[config.mk]
export PLATFORM = sky130hd
export DESIGN_NAME = rr_arbiter8
export DESIGN_NICKNAME = d
export VERILOG_FILES = /design/src/rtl/rr_arbiter8.sv
export SDC_FILE = /design/constraint.sdc
export NUM_CORES = 1
export LEC_CHECK = 0
export BUFFER_PORTS_ARGS = -buffer_cell sky130_fd_sc_hd__buf_2
export CELL_PAD_IN_SITES_DETAIL_PLACEMENT = 1
export CELL_PAD_IN_SITES_GLOBAL_PLACEMENT = 1
export CORE_ASPECT_RATIO = 1.5
export CORE_MARGIN = 2
export CORE_UTILIZATION = 40
export DETAILED_ROUTE_END_ITERATION = 10
export GPL_ROUTABILITY_DRIVEN = 0
export PLACE_DENSITY_LB_ADDON = 0.1
export SETUP_SLACK_MARGIN = 0.15
export SLEW_MARGIN = 10
export SYNTH_ARGS = -nofsm -noshare
export SYNTH_HDL_FRONTEND = slang
export SYNTH_SLANG_ARGS = --single-unit
[constraint.sdc]
create_clock -name clk -period 3.6 [get_ports clk]
set_input_delay 0.18 -clock clk [delete_from_list [all_inputs] [get_ports clk]]
set_output_delay 0.18 -clock clk [all_outputs]
set_load 0.05 [all_outputs]
[src/rtl/rr_arbiter8.sv]
// -----------------------------------------------------------------------------
// rr_arbiter8 -- 8-way round-robin arbiter with hold-until-release grants.
//
// A pointer names the requester with the highest priority.  In IDLE the first
// set request bit is chosen, starting at the pointer and wrapping 7->0.  That
// requester gets a registered grant, and the pointer then moves to the slot
// just past it.  The grant is held until the owner raises done or drops its
// request.  There is always at least one idle cycle between two grants.
//
// Optional feature (macro ARB_TIMEOUT_EN): if the owner has not released by
// the MAX_HOLD-th cycle of its grant, the grant is forced off and timeout
// pulses for one cycle.  Without the macro, grants are unbounded and timeout
// is tied to 0.
//
// Parameters:
//   MAX_HOLD   grant cycles before a forced release (2..255, timeout build only)
//
// Ports:
//   clk        system clock, rising edge
//   rst        asynchronous reset, active-high
//   req[7:0]   level requests, bit k = requester k
//   done       owner finished (only looked at while a grant is active)
//   gnt_valid  a grant is active
//   gnt_idx    index of the granted requester, 0 when idle
//   gnt[7:0]   one-hot grant, 8'h00 when idle
//   timeout    one-cycle pulse on a forced release
// -----------------------------------------------------------------------------
module rr_arbiter8 #(
    parameter int unsigned MAX_HOLD = 16
) (
    input  logic       clk,
    input  logic       rst,
    input  logic [7:0] req,
    input  logic       done,
    output logic       gnt_valid,
    output logic [2:0] gnt_idx,
    output logic [7:0] gnt,
    output logic       timeout
);

    localparam logic [0:0] ST_IDLE = 1'b0;
    localparam logic [0:0] ST_BUSY = 1'b1;

    logic [0:0] state;
    logic [2:0] ptr;
    logic [2:0] pick_idx;
    logic       release_now;

`ifdef ARB_TIMEOUT_EN
    // The counter reaches HOLD_LAST during the MAX_HOLD-th grant cycle.
    localparam logic [7:0] HOLD_LAST = 8'(MAX_HOLD - 1);
    logic [7:0] hold_cnt;
`else
    logic [7:0] unused_hold_cfg;
    assign unused_hold_cfg = 8'(MAX_HOLD);
    assign timeout         = 1'b0;
`endif

    // Search starts at the pointer and walks upward mod 8.  The result is
    // only used when some request bit is set.
    function automatic logic [2:0] rr_pick(input logic [7:0] r, input logic [2:0] p);
        logic [2:0] sel;
        logic [2:0] cand;
        logic       found;
        sel   = p;
        found = 1'b0;
        for (int i = 0; i < 8; i++) begin
            cand = p + 3'(i);
            if (!found && r[cand]) begin
                sel   = cand;
                found = 1'b1;
            end
        end
        return sel;
    endfunction

    // Winner selection and the release condition for the current owner.
    always_comb begin
        pick_idx    = rr_pick(req, ptr);
        release_now = done || !req[gnt_idx];
    end

    // Arbitration state machine; every output is a register.
    always_ff @(posedge clk or posedge rst) begin
        if (rst) begin
            state     <= ST_IDLE;
            ptr       <= 3'd0;
            gnt_valid <= 1'b0;
            gnt_idx   <= 3'd0;
            gnt       <= 8'h00;
`ifdef ARB_TIMEOUT_EN
            timeout   <= 1'b0;
            hold_cnt  <= 8'd0;
`endif
        end else begin
            case (state)
                ST_IDLE: begin
`ifdef ARB_TIMEOUT_EN
                    timeout <= 1'b0;
`endif
                    if (|req) begin
                        state     <= ST_BUSY;
                        gnt_valid <= 1'b1;
                        gnt_idx   <= pick_idx;
                        gnt       <= 8'd1 << pick_idx;
                        ptr       <= pick_idx + 3'd1;
`ifdef ARB_TIMEOUT_EN
                        hold_cnt  <= 8'd0;
`endif
                    end else begin
                        state     <= ST_IDLE;
                        gnt_valid <= 1'b0;
                        gnt_idx   <= 3'd0;
                        gnt       <= 8'h00;
                    end
                end
                ST_BUSY: begin
                    // A normal release wins over a forced release in the same cycle.
                    if (release_now) begin
                        state     <= ST_IDLE;
                        gnt_valid <= 1'b0;
                        gnt_idx   <= 3'd0;
                        gnt       <= 8'h00;
`ifdef ARB_TIMEOUT_EN
                        timeout   <= 1'b0;
                    end else if (hold_cnt == HOLD_LAST) begin
                        state     <= ST_IDLE;
                        gnt_valid <= 1'b0;
                        gnt_idx   <= 3'd0;
                        gnt       <= 8'h00;
                        timeout   <= 1'b1;
                    end else begin
                        state     <= ST_BUSY;
                        hold_cnt  <= hold_cnt + 8'd1;
                        timeout   <= 1'b0;
                    end
`else
                    end else begin
                        state     <= ST_BUSY;
                    end
`endif
                end
                default: begin
                    state     <= ST_IDLE;
                    gnt_valid <= 1'b0;
                    gnt_idx   <= 3'd0;
                    gnt       <= 8'h00;
`ifdef ARB_TIMEOUT_EN
                    timeout   <= 1'b0;
`endif
                end
            endcase
        end
    end

endmodule

==> results.md, run 1 <==
- The flow ran to the end, but the final reports show violations.
- The final reports fail on hold timing.
- Counting cells, the worst reg-to-reg path comes to 13.
- The post-CTS setup repair buffer count is 0.
- The TritonCTS clock tree is yes.
- The floorplan step defined a die boundary enclosing about 4800 um^2.
- The region available for standard cell placement spans around 4000 um^2.
- The starting DRC count in detailed routing is 27.
- For this run, the leading register cell type out of synthesis is sky130_fd_sc_hd__dfrtp_1.
- The number of nets in the synthesized netlist is ~180.
- In this run the critical register-to-register path is launched from ptr[0].
- The distinct cell type count of the synthesized netlist is 42.
- The detailed-route via count is 1472.
- The total of buffers placed on input and output ports is 22.
- The kind of start point of the critical path is a flop.
- By instance count, the cell type seen most on the critical path is sky130_fd_sc_hd__ha_1.
- No sink is reached through more buffers than the 2 on the longest clock path.
- The mean instance size in the synthesized netlist is a little over 10 um^2.
- Measured against the total synthesized area, the mux share comes to 0.318.
- The cell with the largest stage delay on the worst path is sky130_fd_sc_hd__mux4_2.
- The synthesized-area fraction occupied by ao, oa, aoi and oai cells is 0.199.
- The height of the die is ~84 um.
- The synthesized design spends more area on one cell type than any other, namely sky130_fd_sc_hd__dfrtp_1.
- The register bit total from synthesis is 16.
- The aggregate global routing overflow is 0.
- After detailed routing, the total wire length is 4690 um.
- For this run, global-route usage on met1 was measured as 0.253.
- Ranked by total cell area, the synthesized netlist is headed by sky130_fd_sc_hd__dfrtp_1 24%, sky130_fd_sc_hd__mux4_2 15%, sky130_fd_sc_hd__mux2i_1 5.3%.
- In the synthesized netlist the async set-or-reset flop fraction comes to 1.00.
- The top-level port count is 24.
- The via count of the first global-routing pass is 1598.
- The row count is 28.
- The pre-antenna-repair detailed-routing pass consisted of 4 iterations.
- The tool flagged a number of max-cap violations equal to 0.
- Setup repair after global routing left no endpoint under its margin.
- Of the total synthesized cell area, the portion taken by XOR and XNOR cells is 0.0207.
- The number of antenna diodes in the final layout is 0.
- In this run, synthesis inferred 0 flip-flops with an integrated enable.
- Relative to the synthesized area, the layout overhead comes to 14.6%.
- The largest driver fanout on the critical path is 6.
- The worst-margin pin slew is 793 ps.
- The number of design rule violations left after detail routing is 0.
- Counting the buffers created by CTS gives 3.
- The net count reported at finish is 210.
- Detailed placement ended at an HPWL of around 3800 um.
- The final worst-path cycle share is 0.889.
- The data arrival time at the worst-slack endpoint is about 3300 ps.
- The number of pins with negative max-slew slack in the final report is 0.
- Across all hold checks on the routed design, the worst slack comes to -4.94 ps.
- After synthesis, the most frequently instantiated cells are 19 x sky130_fd_sc_hd__nand2_1, 16 x sky130_fd_sc_hd__dfrtp_1, 12 x sky130_fd_sc_hd__o21ai_0, 11 x sky130_fd_sc_hd__mux4_2.
- The worst setup path category is flop to flop.
- The count of final setup violators is 0.
- The clock period could shrink to roughly 3200 ps.
- The total negative slack is 0 ps.
- The worst setup path is captured at a flop.
- The floorplan die width is approximately 57 um.
- The setup skew after layout is 1.20 ps.
- The initial utilization of the core area, before any placement, comes to 0.423.
- The combinational family with the most area after synthesis is multiplexers.
- The sequential area share after synthesis is 0.237.
- The Yosys step of the flow raised 0 warnings.
- The area share of fa/ha/maj cells after synthesis is 0.0519.
- In the final layout, the share of cells above drive strength 1 is 0.356.
- Traced cell by cell, the critical path runs through inv_1 -> ha_4 -> buf_4 -> inv_2 -> mux4_2 -> a32o_1 -> o221ai_1 -> o211ai_1 -> a22o_1 -> ha_1 -> ha_1 -> nand2_1 -> o21ai_0.
- The area share of the leading cell type in the synthesized netlist is 0.237.
- The peak clock frequency supported by timing is 312 MHz.
- The cell count after synthesis is between 150 and 200.
- The first global-routing pass estimated around 8200 um of wire.
- The cell area after synthesis is approximately 1700 um^2.
- At the later pin of the worst-skew pair, clock insertion delay measures 250 ps.
- After clock tree synthesis, the clock-pin slew on the worst setup and hold paths is 60 ps.
- The global-route usage over all layers is 0.215.
- Measured against its own limit, the worst slew margin works out to 0.470.
- The capture instance of the worst register-to-register path is ptr[2].
- The level count of the clock H-tree is 1.
- The peak-usage layer in the global routing report is met2.
- The global routing usage on met3 is 0.0202.
- The cell with the most instances after synthesis is sky130_fd_sc_hd__nand2_1.
- The path class of the tightest hold or removal check is input pin to asynchronous set/reset pin.
- Entering global routing, the biggest net connects 24 pins.
- The count of final hold-check violations is 8.
- The number of routed nets with antenna violations is 0.
- The source of the critical timing path is ptr[0].
- Counting every sink on the clock net gives 16.
- The average wire per standard cell is between 15 and 20 um.
- The root buffer cell is sky130_fd_sc_hd__clkbuf_8.
- On the worst path, the slowest cell contributes a delay of 540 ps.
- Using the TritonRoute via totals, the vias-per-cell ratio works out to between 6 and 7.
- The post-synthesis share of cell area spent on and, or, nand and nor gates is 0.111.
- The met2 track demand over resource is 0.402.
- STA puts the critical path data required time at 3720 ps.
- The initial antenna violation count is 0.
- For flop-to-flop paths, the worst setup slack is about 400 ps.
-- through the flow --
step	hold slack, ps	cells	util	cell area (um^2)	worst slack (ps)
CTS	13.7	236	0.480	1920	209
detailed placement	284	232	0.466	1860	225
global route	55.2	236	0.485	1940	185
floorplan	93.7	166	-	1700	162
finish	-4.94	236	0.485	1940	399
global placement	273	232	0.466	1860	357
-- final cells by class --
cell class,instances,area (um^2)
fillers,462,2060
multi-input cells,131,1210
flip-flops and latches,16,400
repair buffers,31,181
well taps,45,56.3
clock buffers,4,55.1
inverters,9,33.8
-- worst max-delay path by stage --
stage	end	slack [ps]	cells after the start
6_report	ptr[2]	400	13
5_1_grt	ptr[2]	180	13
4_1_cts	ptr[2]	210	13
3_5_place_dp	ptr[2]	230	12
3_3_place_gp	ptr[2]	360	12
2_1_floorplan	ptr[2]	160	15
-- cells in the final DEF, fill, tap and decap left out, types with 5 or more instances in the layout --
master / netlist / layout
sky130_fd_sc_hd__buf_4: 1 / 8
sky130_fd_sc_hd__nand2_1: 19 / 19
sky130_fd_sc_hd__buf_2: 2 / 22
sky130_fd_sc_hd__mux2_2: 8 / 8
sky130_fd_sc_hd__o21ai_0: 12 / 12
sky130_fd_sc_hd__inv_1: 8 / 6
sky130_fd_sc_hd__ha_1: 7 / 6
sky130_fd_sc_hd__a21oi_1: 9 / 8
sky130_fd_sc_hd__mux4_2: 11 / 11
sky130_fd_sc_hd__mux2i_1: 9 / 9
sky130_fd_sc_hd__nor2_1: 5 / 5
sky130_fd_sc_hd__dfrtp_1: 16 / 16
sky130_fd_sc_hd__a32o_1: 5 / 5
-- repair_timing --
item / CTS / global route
endpoints found under the hold margin: 0 / 0
hold buffers: 0 / 0
resized for setup: 0 / 5
endpoints found under the setup margin: 0 / 6
-- logic make-up after synthesis --
family                   after synthesis
AO/OA/AOI/OAI                         46
XOR/XNOR                               4
adder cells (fa/ha/maj)                7
buffers and inverters                 19
flip-flops                            16
multiplexers                          33
other                                  1
AND/OR/NAND/NOR                       40
-- worst max-delay path: cells and delay by family, from the launching register on --
family,cells,cell delay [ps]
buf+inv,3,350
simple gates,1,60
compound gates,5,1000
flops,1,390
mux,1,540
fa+ha+maj,3,740
-- flip-flops by register name, indices dropped and copies added (netlist names) --
name	cells
gnt	8
gnt_idx	3
gnt_valid	1
ptr	3
state	1
-- per-layer routing --
layer | routed length, um | vias up | part of all wire
li1 | - | 694 | -
met1 | 1840 | 740 | 0.39
met2 | 2640 | 30 | 0.56
met3 | 124 | 8 | 0.026
met4 | 85 | 0 | 0.018
met5 | 0 | - | 0
Power of run 1 is left out: the tool's default activity adds up to more than one toggle a clock period on the data nets, which glitch-free logic cannot reach.
==> run 2: changes to the inputs <==
HOLD_SLACK_MARGIN = 0.1   (was unset)
==> run 2 against run 1 <==
  * The flow now finishes without violations
  * Die area unchanged
  * Utilization rose by 0.25 points
  * Critical path depth stayed put
  * Maximum frequency fell by 0.12%
  * Via count grew 0.14%
  * Clock-buffer cell count stayed put
  * Highest routed layer unchanged
==> results.md, run 2 (same netlist as run 1, synthesis figures left out) <==
- The number of sinks driven by the clock tree is 16 (unchanged).
- The data arrival time at the worst-slack endpoint is 3330 ps (about the same).
- The number of iterations in the first detailed-routing pass was 4 (unchanged).
- The minimum setup slack after placement is 225 ps (unchanged).
- The critical path's largest stage delay was 540 ps (about the same).
- The number of buffers added by the clock tree synthesis step is 3 (unchanged).
- In the final layout, the registers with the most flip-flops are gnt: 8 flops, gnt_idx: 3 flops, ptr: 3 flops.
- The detailed-route via count is 1474 (+0.14%).
- The critical path data required time was 3720 ps (about the same).
- The row count was 28 (unchanged).
- Relative to the synthesized area, the layout overhead comes to 15.2%.
- The critical path in this run is classified as flop to flop.
- The cell repeated most along the worst path is sky130_fd_sc_hd__ha_1.
- The clock-pin transition on the worst setup and hold timing paths is 60 ps (about the same).
- The via count normalized by instance count came to 6.22 (-0.29%).
- The aggregate global routing overflow came to 0 (unchanged).
- The TritonCTS clock tree is yes.
- The placed standard-cell area was 1860 um^2 (unchanged).
- In this run the clock root is driven by a sky130_fd_sc_hd__clkbuf_8.
- The shortest clock period the worst path allows after layout is 3210 ps (+3.88 ps).
- The setup skew after layout is 1.19 ps (-0.0129 ps).
- The slowest stage of the critical path is the sky130_fd_sc_hd__mux4_2 cell.
- The worst-margin pin slew is 784 ps (-9.23 ps).
- The largest driver fanout on the critical path was 6 (unchanged).
- The initial core utilization is 0.423 (unchanged).
- The maximum number of pins on one net before global-route repair is 24 (unchanged).
- Setup repair after global routing left no endpoint under its margin.
- The number of diodes added for antenna fixing was 0 (unchanged).
- The total negative slack is 0 ps (unchanged).
- The number of routed nets with antenna violations is 0 (unchanged).
- Leaving out fill and tap cells, the most frequent cell in the layout is sky130_fd_sc_hd__buf_2.
- The max capacitance violation total was 0 (unchanged).
- The level count of the clock H-tree is 1 (unchanged).
- The net count reported at finish is 211 (+0.48%).
- The total of buffers placed on input and output ports came to 22 (unchanged).
- The top-level port count is 24 (unchanged).
- The floorplan die width is 57.1 um (unchanged).
- The number of flip-flops under the largest register name was 8 (unchanged).
- The global-route usage over all layers is 0.215 (unchanged).
- The wire length of the first global-routing pass is 8180 um (unchanged).
- The clock latency on the worst-skew pair is 250 ps (about the same).
- The initial antenna violation count is 0 (unchanged).
- Ranked by flip-flop count, first place goes to gnt.
- The number of pins with negative max-slew slack in the final report is 0 (unchanged).
- The run finished with clean final reports.
- The type of the most critical hold path is input pin to flop.
- The fraction of final layout cells with drive strength greater than 1 was 0.354 (-0.00185).
- The number of fill cells in the layout is 463 (+0.22%).
- The core region area is 3990 um^2 (unchanged).
- STA classifies the critical path endpoint as a flop.
- The final wirelength is 4670 um (-0.45%).
- The die area is 4770 um^2 (unchanged).
- The count of final setup violators is 0 (unchanged).
- The post-CTS setup repair buffer count was 0 (unchanged).
- The via count of the first global-routing pass came to 1600 (+0.13%).
- Traced cell by cell, the critical path runs through inv_1 -> ha_4 -> buf_4 -> inv_2 -> mux4_2 -> a32o_1 -> o221ai_1 -> o211ai_1 -> a22o_1 -> ha_1 -> ha_1 -> nand2_1 -> o21ai_0.
- STA classifies the critical path startpoint as a flop.
- The combined buffer and inverter count along the critical path is 3 (unchanged).
- The number of buffers on the longest clock path is 2 (unchanged).
- The count of final hold-check violations is 0 (-8).
- The final instance area is 1950 um^2 (+0.52%).
- The height of the die is 83.6 um (unchanged).
- The category of cells accounting for the largest share of critical-path delay is compound AO/OA/AOI/OAI gates.
- The number of design rule violations left after detail routing is 0 (unchanged).
- The total half-perimeter wirelength after legalization and detailed placement is 3760 um (unchanged).
- The final worst-path cycle share was 0.890 (+0.00108).
- The library cells used most frequently in the layout, excluding fill and tap cells, are 22 x sky130_fd_sc_hd__buf_2, 19 x sky130_fd_sc_hd__nand2_1, 16 x sky130_fd_sc_hd__dfrtp_1.
- The post-route worst setup slack is 395 ps (-3.88 ps).
- The starting DRC count in detailed routing was 36 (+33%).
- The average wire per standard cell is 19.7 um (-0.87%).
- The peak clock frequency supported by timing is 312 MHz (-0.12%).
- The relative slew slack was 0.476 (+0.00616).
==> run 2: cell types whose count changed in the layout (fill, tap and decap cells not counted), sizes merged <==
cell and change:
dlygate4sd3 +1
==> run 2: area by class of cell <==
cell class | count | area [um^2] | share of cell area
clock buffer | 4 | 55.1 | 0.0283
multi-input combinational | 131 | 1210 | 0.621
inverter | 9 | 33.8 | 0.0174
tap | 45 | 56.3 | 0.0289
sequential | 16 | 400 | 0.206
timing repair buffer | 32 | 191 | 0.0984
==> run 2: final timing paths <==
path	startpoint	endpoint	slack [ps]	cells after the start
setup reg to reg	ptr[0]	ptr[2]	390	13
hold reg to reg	gnt[2]	gnt[2]	470	2
hold / removal	done	gnt_idx[2]	320	3
max in group asynchronous	rst	gnt[7]	2660	3
min in group asynchronous	rst	state	550	3
setup / recovery	ptr[0]	ptr[2]	390	13
==> run 2: worst min-delay path: cells and delay by family <==
kind	cells	cell delay [ps]
AOI/OAI and AO/OA	1	230
buffers and inverters	1	80
and+or+nand+nor	1	40
==> run 2: what timing repair did <==
item                                    4_1_cts  5_1_grt
resized for setup                             0        5
hold endpoints to repair                     16        0
endpoints found under the setup margin        0        6
hold buffers                                  1        0
==> run 2: metal layers <==
| metal | vias up | part of all wire | wire length [um] | track usage |
|---|---|---|---|---|
| met5 | - | 0 | 0 | 0 |
| met4 | 0 | 0.018 | 85 | 0.0571 |
| met3 | 8 | 0.021 | 97 | 0.0202 |
| met2 | 29 | 0.56 | 2620 | 0.402 |
| met1 | 740 | 0.40 | 1860 | 0.253 |
| li1 | 697 | - | - | - |
==> run 2: through the flow <==
step                      hold WS (ps)   util  cells
final                              320  0.487    237
after global routing               323  0.487    237
after CTS                          318  0.482    237
after detailed placement           284  0.466    232
after global placement             273  0.466    232
after floorplan                   93.7      -    166
Power of run 2 is left out for the same reason.
